$ cat src/rtl/mem_arbiter.sv
// Arbitrates instruction-fetch and data ports onto one variable-latency RAM; data wins.
// Define ILAST_EN to add a one-entry last-fetch buffer that answers repeat fetches from IDLE.
module mem_arbiter #(
    parameter int unsigned TIMEOUT = 64,
    parameter int unsigned AW      = 32
) (
    input  logic          CLK,
    input  logic          RST,
    input  logic          iREN,
    input  logic [AW-1:0] iaddr,
    output logic [AW-1:0] iload,
    output logic          ihit,
    input  logic          dREN,
    input  logic          dWEN,
    input  logic [AW-1:0] daddr,
    input  logic [AW-1:0] dstore,
    output logic [AW-1:0] dload,
    output logic          dhit,
    output logic          ramREN,
    output logic          ramWEN,
    output logic [AW-1:0] ramaddr,
    output logic [AW-1:0] ramstore,
    input  logic [AW-1:0] ramload,
    input  logic [1:0]    ramstate,
    output logic          err
);

    localparam int unsigned CW = $clog2(TIMEOUT + 1);
    localparam logic [CW-1:0] TimeoutCnt = CW'(TIMEOUT);
    localparam logic [1:0] RamAccess = 2'd2;
    localparam logic [1:0] RamError  = 2'd3;

    typedef enum logic [1:0] {StIdle, StDacc, StIacc, StErr} state_e;

    state_e        state_q, state_d;
    logic [CW-1:0] cnt_q, cnt_d, cnt_inc;
    logic          err_q;
    logic          d_req;

    assign d_req   = dREN | dWEN;
    assign cnt_inc = cnt_q + CW'(1);
    assign err     = err_q;

`ifdef ILAST_EN
    logic          buf_valid_q;
    logic [AW-1:0] buf_tag_q;
    logic [AW-1:0] buf_word_q;
    logic          buf_hit;

    assign buf_hit = iREN && !d_req && buf_valid_q && (iaddr == buf_tag_q);
`endif

    always_comb begin
        state_d  = state_q;
        cnt_d    = cnt_q;
        ramREN   = 1'b0;
        ramWEN   = 1'b0;
        ramaddr  = '0;
        ramstore = '0;
        ihit     = 1'b0;
        iload    = '0;
        dhit     = 1'b0;
        dload    = '0;
        unique case (state_q)
            StIdle: begin
                if (d_req) begin
                    state_d = StDacc;
                    cnt_d   = '0;
`ifdef ILAST_EN
                end else if (buf_hit) begin
                    ihit  = 1'b1;
                    iload = buf_word_q;
`endif
                end else if (iREN) begin
                    state_d = StIacc;
                    cnt_d   = '0;
                end
            end
            StDacc: begin
                ramaddr  = daddr;
                ramstore = dstore;
                if (dWEN) ramWEN = 1'b1;
                else      ramREN = 1'b1;
                if (ramstate == RamAccess) begin
                    dhit    = 1'b1;
                    dload   = ramload;
                    state_d = StIdle;
                    cnt_d   = '0;
                end else if (ramstate == RamError) begin
                    state_d = StErr;
                end else if (!d_req) begin
                    state_d = StIdle;
                    cnt_d   = '0;
                end else begin
                    cnt_d = cnt_inc;
                    if (cnt_inc == TimeoutCnt) state_d = StErr;
                end
            end
            StIacc: begin
                ramaddr = iaddr;
                ramREN  = 1'b1;
                if (ramstate == RamAccess) begin
                    ihit    = 1'b1;
                    iload   = ramload;
                    state_d = StIdle;
                    cnt_d   = '0;
                end else if (ramstate == RamError) begin
                    state_d = StErr;
                end else if (!iREN) begin
                    state_d = StIdle;
                    cnt_d   = '0;
                end else begin
                    cnt_d = cnt_inc;
                    if (cnt_inc == TimeoutCnt) state_d = StErr;
                end
            end
            StErr: begin
                state_d = StErr;
            end
        endcase
    end

    always_ff @(posedge CLK) begin
        if (RST) begin
            state_q <= StIdle;
            cnt_q   <= '0;
            err_q   <= 1'b0;
        end else begin
            state_q <= state_d;
            cnt_q   <= cnt_d;
            err_q   <= (state_d == StErr);
        end
    end

`ifdef ILAST_EN
    // Fill only from real RAM returns; a write to the cached address drops the entry.
    always_ff @(posedge CLK) begin
        if (RST) begin
            buf_valid_q <= 1'b0;
            buf_tag_q   <= '0;
            buf_word_q  <= '0;
        end else if (state_q == StIacc && ramstate == RamAccess) begin
            buf_valid_q <= 1'b1;
            buf_tag_q   <= iaddr;
            buf_word_q  <= ramload;
        end else if (state_q == StDacc && ramstate == RamAccess && dWEN &&
                     daddr == buf_tag_q) begin
            buf_valid_q <= 1'b0;
        end
    end
`endif

endmodule

$ cat config.mk
export PLATFORM = sky130hd
export DESIGN_NAME = mem_arbiter
export DESIGN_NICKNAME = d
export VERILOG_FILES = /design/src/rtl/mem_arbiter.sv
export SDC_FILE = /design/constraint.sdc
export NUM_CORES = 1
export LEC_CHECK = 0
export CAP_MARGIN = 20
export CORE_AREA = 2 2 103 105
export CTS_BUF_LIST = sky130_fd_sc_hd__clkbuf_2
export DETAILED_ROUTE_END_ITERATION = 8
export DIE_AREA = 0 0 105 107
export PLACE_DENSITY_LB_ADDON = 0.15
export SLEW_MARGIN = 10
export SYNTH_ARGS = -nofsm -noshare
export SYNTH_HDL_FRONTEND = slang
export SYNTH_SLANG_ARGS = --single-unit
$ cat constraint.sdc
create_clock -name CLK -period 4.99 [get_ports CLK]
set_clock_uncertainty 0.2 [all_clocks]
set_input_delay 1.497 -clock CLK [delete_from_list [all_inputs] [get_ports CLK]]
set_output_delay 1.497 -clock CLK [all_outputs]
set_load 0.05 [all_outputs]
# Yosys cells after proc, flatten, opt, wreduce, memory -nomap -nowiden
# Cells that the tools add are included.
# totals
reg_bits,10
latchBits,0
ram_bits,0
romBits,0
input_bits,135
elab_cells,49
memories,0
# classes
n_addsub,1
multipliers,0
n_div,0
n_lt_le_gt_ge,0
eq_ne,10
n_shift,0
mux,31
n_bitwise,1
reduce_logical,3
# op_table
cell,n
two-way mux 32 bit,4
case mux 32 bit (2 select lines),1
two-way mux 7 bit,8
case mux 7 bit (3 select lines),1
two-way mux 2 bit,9
"== test 2 bit, second input constant",5
"inequality test 3 bit, second input constant",3
case mux 2 bit (4 select lines),1
"adder 7 x 1 -> 7 bit, second input constant",1
"== test 7 bit, second input constant",1
two-way mux 1 bit,6
AND reduction 4 bit,1
nonzero test 3 bit,1
"== test 2 x 1 -> 1 bit, second input constant",1
logical NOT 2 bit,1
case mux 1 bit (2 select lines),1
OR 1 bit,1

# Logic depth before layout (Yosys ltp)
# Gate-level depths: netlist (run 1).
# depth
depth_word,8
ltp_mapped,7

# Least setup slack after synthesis (run 1)
# OpenSTA, ideal clock, no wires.
# synth_path
kind,input-to-output
startpoint,in ramstate[1]
endpoint,out dload[10]
t_arrival_ns,2.848
path_slack_ns,0.445
stages,4
n_path_buf,2
cell_sequence,nor2b_1 clkbuf_1 clkbuf_1 and3_1
# synth_via
elab_chain_cells,3
# synth_lines
element,line,source
start: declaration,24,"input logic [1:0] ramstate,"
== test 2 bit,84,if (ramstate == RamAccess) begin
two-way mux 32 bit,84,
two-way mux 32 bit,64,unique case (state_q)
end: declaration,17,"output logic [AW-1:0] dload,"
# Every way passes these cells.

# Final worst setup path (run 1)
# layout_path
startpoint,in ramstate[1]
endpoint,out iload[7]
# layout_via
elab_chain_cells,3
# layout_lines
element,line,source
== test 2 bit,102,if (ramstate == RamAccess) begin
two-way mux 32 bit,102,
two-way mux 32 bit,64,
end: declaration,11,"output logic [AW-1:0] iload,"
# Every way passes these cells.

==> results of run 1 <==
==> where the power goes <==
part	switching (W)	internal, W	total [W]
combinational	0.000344	0.000243	0.000587
clock	0.0000286	0.0000174	0.0000460
sequential	0.00000270	0.0000821	0.0000848
total	0.000375	0.000342	0.000718
==> cell usage in the layout, fill, tap and decap left out, types with 2 or more instances in the layout <==
| cell type | netlist | layout |
|---|---|---|
| nor2_1 | 42 | 42 |
| clkbuf_2 | 0 | 3 |
| buf_12 | 0 | 67 |
| nand4_1 | 2 | 2 |
| nand2_1 | 4 | 4 |
| buf_4 | 0 | 51 |
| clkdlybuf4s50_1 | 0 | 155 |
| a211oi_1 | 2 | 2 |
| and2_1 | 35 | 35 |
| o32ai_1 | 2 | 2 |
| nand2b_1 | 2 | 2 |
| a22oi_1 | 32 | 32 |
| dfxtp_1 | 10 | 10 |
| a221o_1 | 4 | 4 |
| clkinv_1 | 1 | 2 |
| a21oi_1 | 6 | 6 |
| o211ai_1 | 2 | 2 |
| ha_2 | 0 | 2 |
| and3_1 | 68 | 68 |
| nand3_1 | 3 | 3 |
| inv_1 | 7 | 7 |
| ha_1 | 5 | 3 |
==> synthesized netlist by cell type (2+ instances only) <==
master	count	area, um2
clkbuf_1	26	97.59
nand3_1	3	15.01
and3_1	68	425.4
o32ai_1	2	17.52
dfxtp_1	10	200.2
a211oi_1	2	15.01
nand2b_1	2	12.51
inv_1	7	26.28
buf_1	2	7.510
and2_1	35	219.0
o211ai_1	2	15.01
a221o_1	4	40.04
a21oi_1	6	30.03
nor2_1	42	157.7
ha_1	5	62.56
nand4_1	2	12.51
nand2_1	4	15.01
a22oi_1	32	240.2
==> logic make-up after synthesis <==
family | count (synthesis) | share of synthesized area
AO/OA/AOI/OAI | 58 | 0.2593
multiplexers | 2 | 0.01188
flip-flops | 10 | 0.1118
buffers and inverters | 36 | 0.07547
AND/OR/NAND/NOR | 163 | 0.5066
adder cells (fa/ha/maj) | 5 | 0.03494
==> flip-flops by register name, indices dropped and copies added (netlist names) <==
| name | flops |
|---|---|
| state_q | 2 |
| cnt_q | 7 |
| err | 1 |
==> final cells by class <==
cell class,instances,area (um2)
well taps,136,170.2
multi-input cells,228,1468
repair buffers,273,3276
fillers,995,4930
inverters,8,30.03
clock inverters,1,3.754
flip-flops and latches,10,200.2
clock buffers,3,15.01
==> critical path, stage by stage <==
cell and delay (ps):
clkdlybuf4s50_1 480, nor2b_4 250, buf_12 260, and3_1 250, buf_12 160
==> final timing paths <==
path / to / cells after the start / start / slack [ps]
hold / removal: cnt_q[1] / 2 / cnt_q[1] / 340
hold reg to reg: cnt_q[1] / 2 / cnt_q[1] / 340
setup reg to reg: cnt_q[0] / 7 / state_q[1] / 2070
setup / recovery: iload[7] / 5 / ramstate[1] / 360
==> metal layers <==
layer,wire [um],GRT usage,vias to the layer above,share of wire
li1,-,-,1486,-
met1,4834,0.2522,1418,0.39
met2,6360,0.3748,131,0.51
met3,1128,0.07964,13,0.090
met4,199,0.04476,0,0.016
met5,0,0,-,0
==> stage by stage <==
step	cell area (um2)	power, W	instances	hold slack, ps	worst slack, ps
floorplan	1790	0.0004017	274	281.7	445.2
global placement	5144	0.0006731	655	309.7	398.4
detailed placement	5144	0.0006773	655	319.5	388.9
CTS	5162	0.0007255	659	339.3	374.1
global route	5162	0.0007553	659	393.8	281.3
finish	5162	0.0007177	659	341.2	359.9
==> flow_summary.json, run 1 <==
{
  "start_kind": "input port",
  "gp_congestion": 0.8279,
  "finalSetupViolations": 0,
  "fin_util": 0.5115,
  "grt_usage": 0.2149,
  "core_region_area_mm2": 0.01009,
  "cp_max_fo": 66,
  "clk_latency_ps": 260,
  "cts_resized": 0,
  "ctsHoldBuffers": 0,
  "netlist_instances": 274,
  "drive_gt1_frac": 0.2505,
  "die_x_um": 105,
  "grt-ovfl-total": 0,
  "wl_mm": 12.52,
  "grt_antenna_before_repair": 0,
  "grt_pass1_vias": 3099,
  "tns_ps": 0,
  "status": "complete, no violations",
  "drc": 0,
  "async_reset_ff_frac": 0,
  "endpoint_kind": "output port",
  "synth.avg_cell_area_um2": 6.535,
  "synth_edf_count": 0,
  "ys_ff_latch": 10,
  "crit_type": "in -> out",
  "drt_iter0_markers": 150,
  "crit_arrival_ps": 2930,
  "cts_buffer_depth": 2,
  "cts_tree": "yes",
  "avgViaCountPerCell": 4.625,
  "cts_setup_buffers": 0,
  "maxCapViolCount": 0,
  "grt_first_pass_wirelength_mm": 18.60,
  "ys_warn_count": 0,
  "cts_sinks": 10,
  "dr.pass1.iters": 4,
  "fmaxAchievable_mhz": 216.0,
  "ys_seq_area_frac": 0.1118,
  "grt_max_degree": 67,
  "wl_per_cell_um": 19.00,
  "cts_max_level": 1,
  "final_nets": 664,
  "synth_ff_type": "dfxtp_1",
  "clkTransAtPathRegs_ps": 100,
  "detailroute.via_count": 3048,
  "dp_hpwl_mm": 10.52,
  "synth_cell_types": 38,
  "p_leak_nw": 2.301,
  "period_minus_slack_ps": 4630,
  "io_pins": 268,
  "num_rows": 37,
  "antenna_cells": 0,
  "period_share": 0.9279,
  "synth_fp_nets": 414,
  "cts_buffers": 3,
  "slew_headroom": 0.6055,
  "grt_setup_unrepaired": "false",
  "numPortBuffers": 267,
  "die_h_um": 107,
  "ir_drop_mv": 0.08350,
  "die_area_mm2": 0.01124,
  "final_antenna_net_count": 0,
  "syn-cell-area_mm2": 0.001790,
  "maxSlewViolCount": 0,
  "worstMarginPinSlew_ps": 591.8,
  "critPathRequiredTime_ps": 3290,
  "start_util": 0.1774,
  "power_density_mw_per_mm2": 139.0,
  "min_path_type": "reg -> reg",
  "cts-root-buf": "clkbuf_2",
  "syn_to_final_growth_pct": 188.3,
  "hold_viol_final": 0
}
No activity file was read; power rests on OpenSTA's default activity.
==> run 2: changes to the inputs <==
--- a/config.mk
+++ b/config.mk
@@ -11,6 +11,7 @@
 export DETAILED_ROUTE_END_ITERATION = 8
 export DIE_AREA = 0 0 105 107
 export PLACE_DENSITY_LB_ADDON = 0.15
+export SETUP_SLACK_MARGIN = 0.15
 export SLEW_MARGIN = 10
 export SYNTH_ARGS = -nofsm -noshare
 export SYNTH_HDL_FRONTEND = slang
==> results of run 2 <==
Same layout as run 1: the final DEF is identical, and so are final timing and power.
==> run 3: changes to the inputs <==
--- a/config.mk
+++ b/config.mk
@@ -6,11 +6,10 @@
 export NUM_CORES = 1
 export LEC_CHECK = 0
 export CAP_MARGIN = 20
-export CORE_AREA = 2 2 103 105
+export CORE_AREA = 2 2 104 106
 export CTS_BUF_LIST = sky130_fd_sc_hd__clkbuf_2
 export DETAILED_ROUTE_END_ITERATION = 8
-export DIE_AREA = 0 0 105 107
-export PLACE_DENSITY_LB_ADDON = 0.15
+export DIE_AREA = 0 0 106 108
 export SETUP_SLACK_MARGIN = 0.15
 export SLEW_MARGIN = 10
 export SYNTH_ARGS = -nofsm -noshare
==> constraint.sdc (replaced) <==
create_clock -name CLK -period 4.9 [get_ports CLK]
set_clock_uncertainty 0.2 [all_clocks]
set_input_delay 1.47 -clock CLK [delete_from_list [all_inputs] [get_ports CLK]]
set_output_delay 1.47 -clock CLK [all_outputs]
set_load 0.05 [all_outputs]
==> run 3 against run 2 <==
Net effect: first-iteration DRC count fell by 21%; combinational power is 1% higher; count of clock-buffer cells in the layout is the same; final cell count is the same; non-clock buffer count did not move; critical path depth unchanged; worst setup slack worse by 18 ps; flip-flop and latch count did not move; sequential power rose by 2%; sequential share of layout area unchanged; highest routed layer unchanged; clock power grew 8.5%; via count is 2.1% lower.
==> flow_summary.json, run 3 (synthesis results as in run 1) <==
{
  "status": "complete, no violations",
  "clkTransAtPathRegs_ps": 120,
  "dp_hpwl_mm": 9.708,
  "tns_ps": 0,
  "power_density_mw_per_mm2": 141.5,
  "cts_sinks": 10,
  "maxCapViolCount": 0,
  "crit_buf_inv": 3,
  "worstMarginPinSlew_ps": 986.9,
  "avgViaCountPerCell": 4.530,
  "cts_setup_buffers": 0,
  "min_path_type": "reg -> reg",
  "period_share": 0.9303,
  "grt_max_degree": 60,
  "ir_drop_mv": 0.07992,
  "clockPowerShare": 0.068,
  "num_rows": 37,
  "seq_area_um2": 200.2,
  "top_register": "cnt_q",
  "die_x_um": 106,
  "holdPathStages": 2,
  "grt_setup_unrepaired": "false",
  "final_common_cell": "clkdlybuf4s50_1",
  "grt-ovfl-total": 0,
  "antenna_cells": 0,
  "die_h_um": 108,
  "endpoint_kind": "output port",
  "die_area_mm2": 0.01145,
  "grt_antenna_before_repair": 0,
  "pwr-share-seq": 0.119,
  "drive_gt1_frac": 0.2600,
  "io_pins": 268,
  "gp_congestion": 0.8310,
  "layoutNonFillerInstCount": 659,
  "final_cell_mix": "clkdlybuf4s50_1 (150), and3_1 (68), buf_12 (68), buf_4 (55), nor2_1 (42)",
  "cts-root-buf": "clkbuf_2",
  "n_fill_cell": 961,
  "crit_arrival_ps": 2890,
  "cts_max_level": 1,
  "drt_iter0_markers": 119,
  "grt_usage": 0.1870,
  "numPortBuffers": 267,
  "final_antenna_net_count": 0,
  "path_delay_family": "buffers and inverters",
  "cts_buffers": 3,
  "hold_viol_final": 0,
  "cts_resized": 0,
  "post-place-cells": 655,
  "grt_first_pass_wirelength_mm": 16.74,
  "cpPeakStageDelay_ps": 490,
  "syn_to_final_growth_pct": 188.3,
  "switching_power_w": 0.0003821,
  "cp_cell_sequence": "clkdlybuf4s50_1, nor2b_4, buf_12, and3_1, buf_12",
  "multi_input_area_mm2": 0.001468,
  "finalSetupViolations": 0,
  "slew_headroom": 0.3421,
  "wl_mm": 11.62,
  "p_leak_nw": 2.312,
  "drc": 0,
  "period_minus_slack_ps": 4559,
  "start_kind": "input port",
  "crit_top_cell": "buf_12",
  "combPwrFrac": 0.813,
  "ctsHoldBuffers": 0,
  "maxSlewViolCount": 0,
  "p_int_w": 0.0003482,
  "reg2regPathDepth": 6,
  "wl_per_cell_um": 17.63,
  "largest_reg_flops": 7,
  "clk_latency_ps": 280,
  "dr.pass1.iters": 7,
  "worst-path-stages": 5,
  "cp_max_fo": 48,
  "switching_share": 0.5232,
  "crit_type": "in -> out",
  "core_region_area_mm2": 0.01023,
  "fmaxAchievable_mhz": 219.4,
  "critPathRequiredTime_ps": 3230,
  "cts_tree": "yes",
  "final_nets": 664,
  "crit_slowest_cell": "clkdlybuf4s50_1",
  "cts_buffer_depth": 2,
  "detailroute.via_count": 2985,
  "grt_pass1_vias": 2910,
  "start_util": 0.1750
}
[run 3: layout make-up]
type,count,area share
repair buffers,273,0.6345
flip-flops and latches,10,0.03878
clock buffers,3,0.002908
well taps,136,0.03296
multi-input cells,228,0.2843
clock inverters,1,0.0007271
inverters,8,0.005817
[run 3: power by group through the flow]
stage	logic, W	registers, W	clock network [W]
3_5_place_dp	0.000597	0.0000883	0
6_report	0.000594	0.0000866	0.0000499
5_1_grt	0.000627	0.0000872	0.0000543
2_1_floorplan	0.000320	0.0000888	0
4_1_cts	0.000598	0.0000865	0.0000506
3_3_place_gp	0.000592	0.0000881	0
[run 3: final timing paths]
kind,start,endpoint,slack [ps]
worst max-delay path,ramstate[1],iload[12],340
worst max register to register,state_q[1],cnt_q[0],2000
worst min-delay path,cnt_q[1],cnt_q[1],340
worst min register to register,cnt_q[1],cnt_q[1],340
[run 3: worst min-delay path, stage by stage (launching register included)]
cell and delay, ps:
dfxtp_1 370, nand2b_1 80, a21oi_1 50
[run 3: through the flow]
stage	hold slack, ps	power [W]	util	cell area (um2)	setup slack [ps]
after CTS	339.3	0.0007352	0.5046	5162	353.9
after global placement	311.7	0.0006797	0.5028	5144	374.0
final	342.9	0.0007303	0.5046	5162	341.5
after detailed placement	318.8	0.0006853	0.5028	5144	352.9
after floorplan	281.7	0.0004091	-	1790	409.2
after global routing	397.7	0.0007683	0.5046	5162	260.9
[run 3: metal layers]
layer	vias up	wire length, um	track usage
met4	0	46	0.01974
met3	5	818	0.03436
met5	-	0	0
met2	140	6253	0.3535
li1	1486	-	-
met1	1354	4501	0.2276
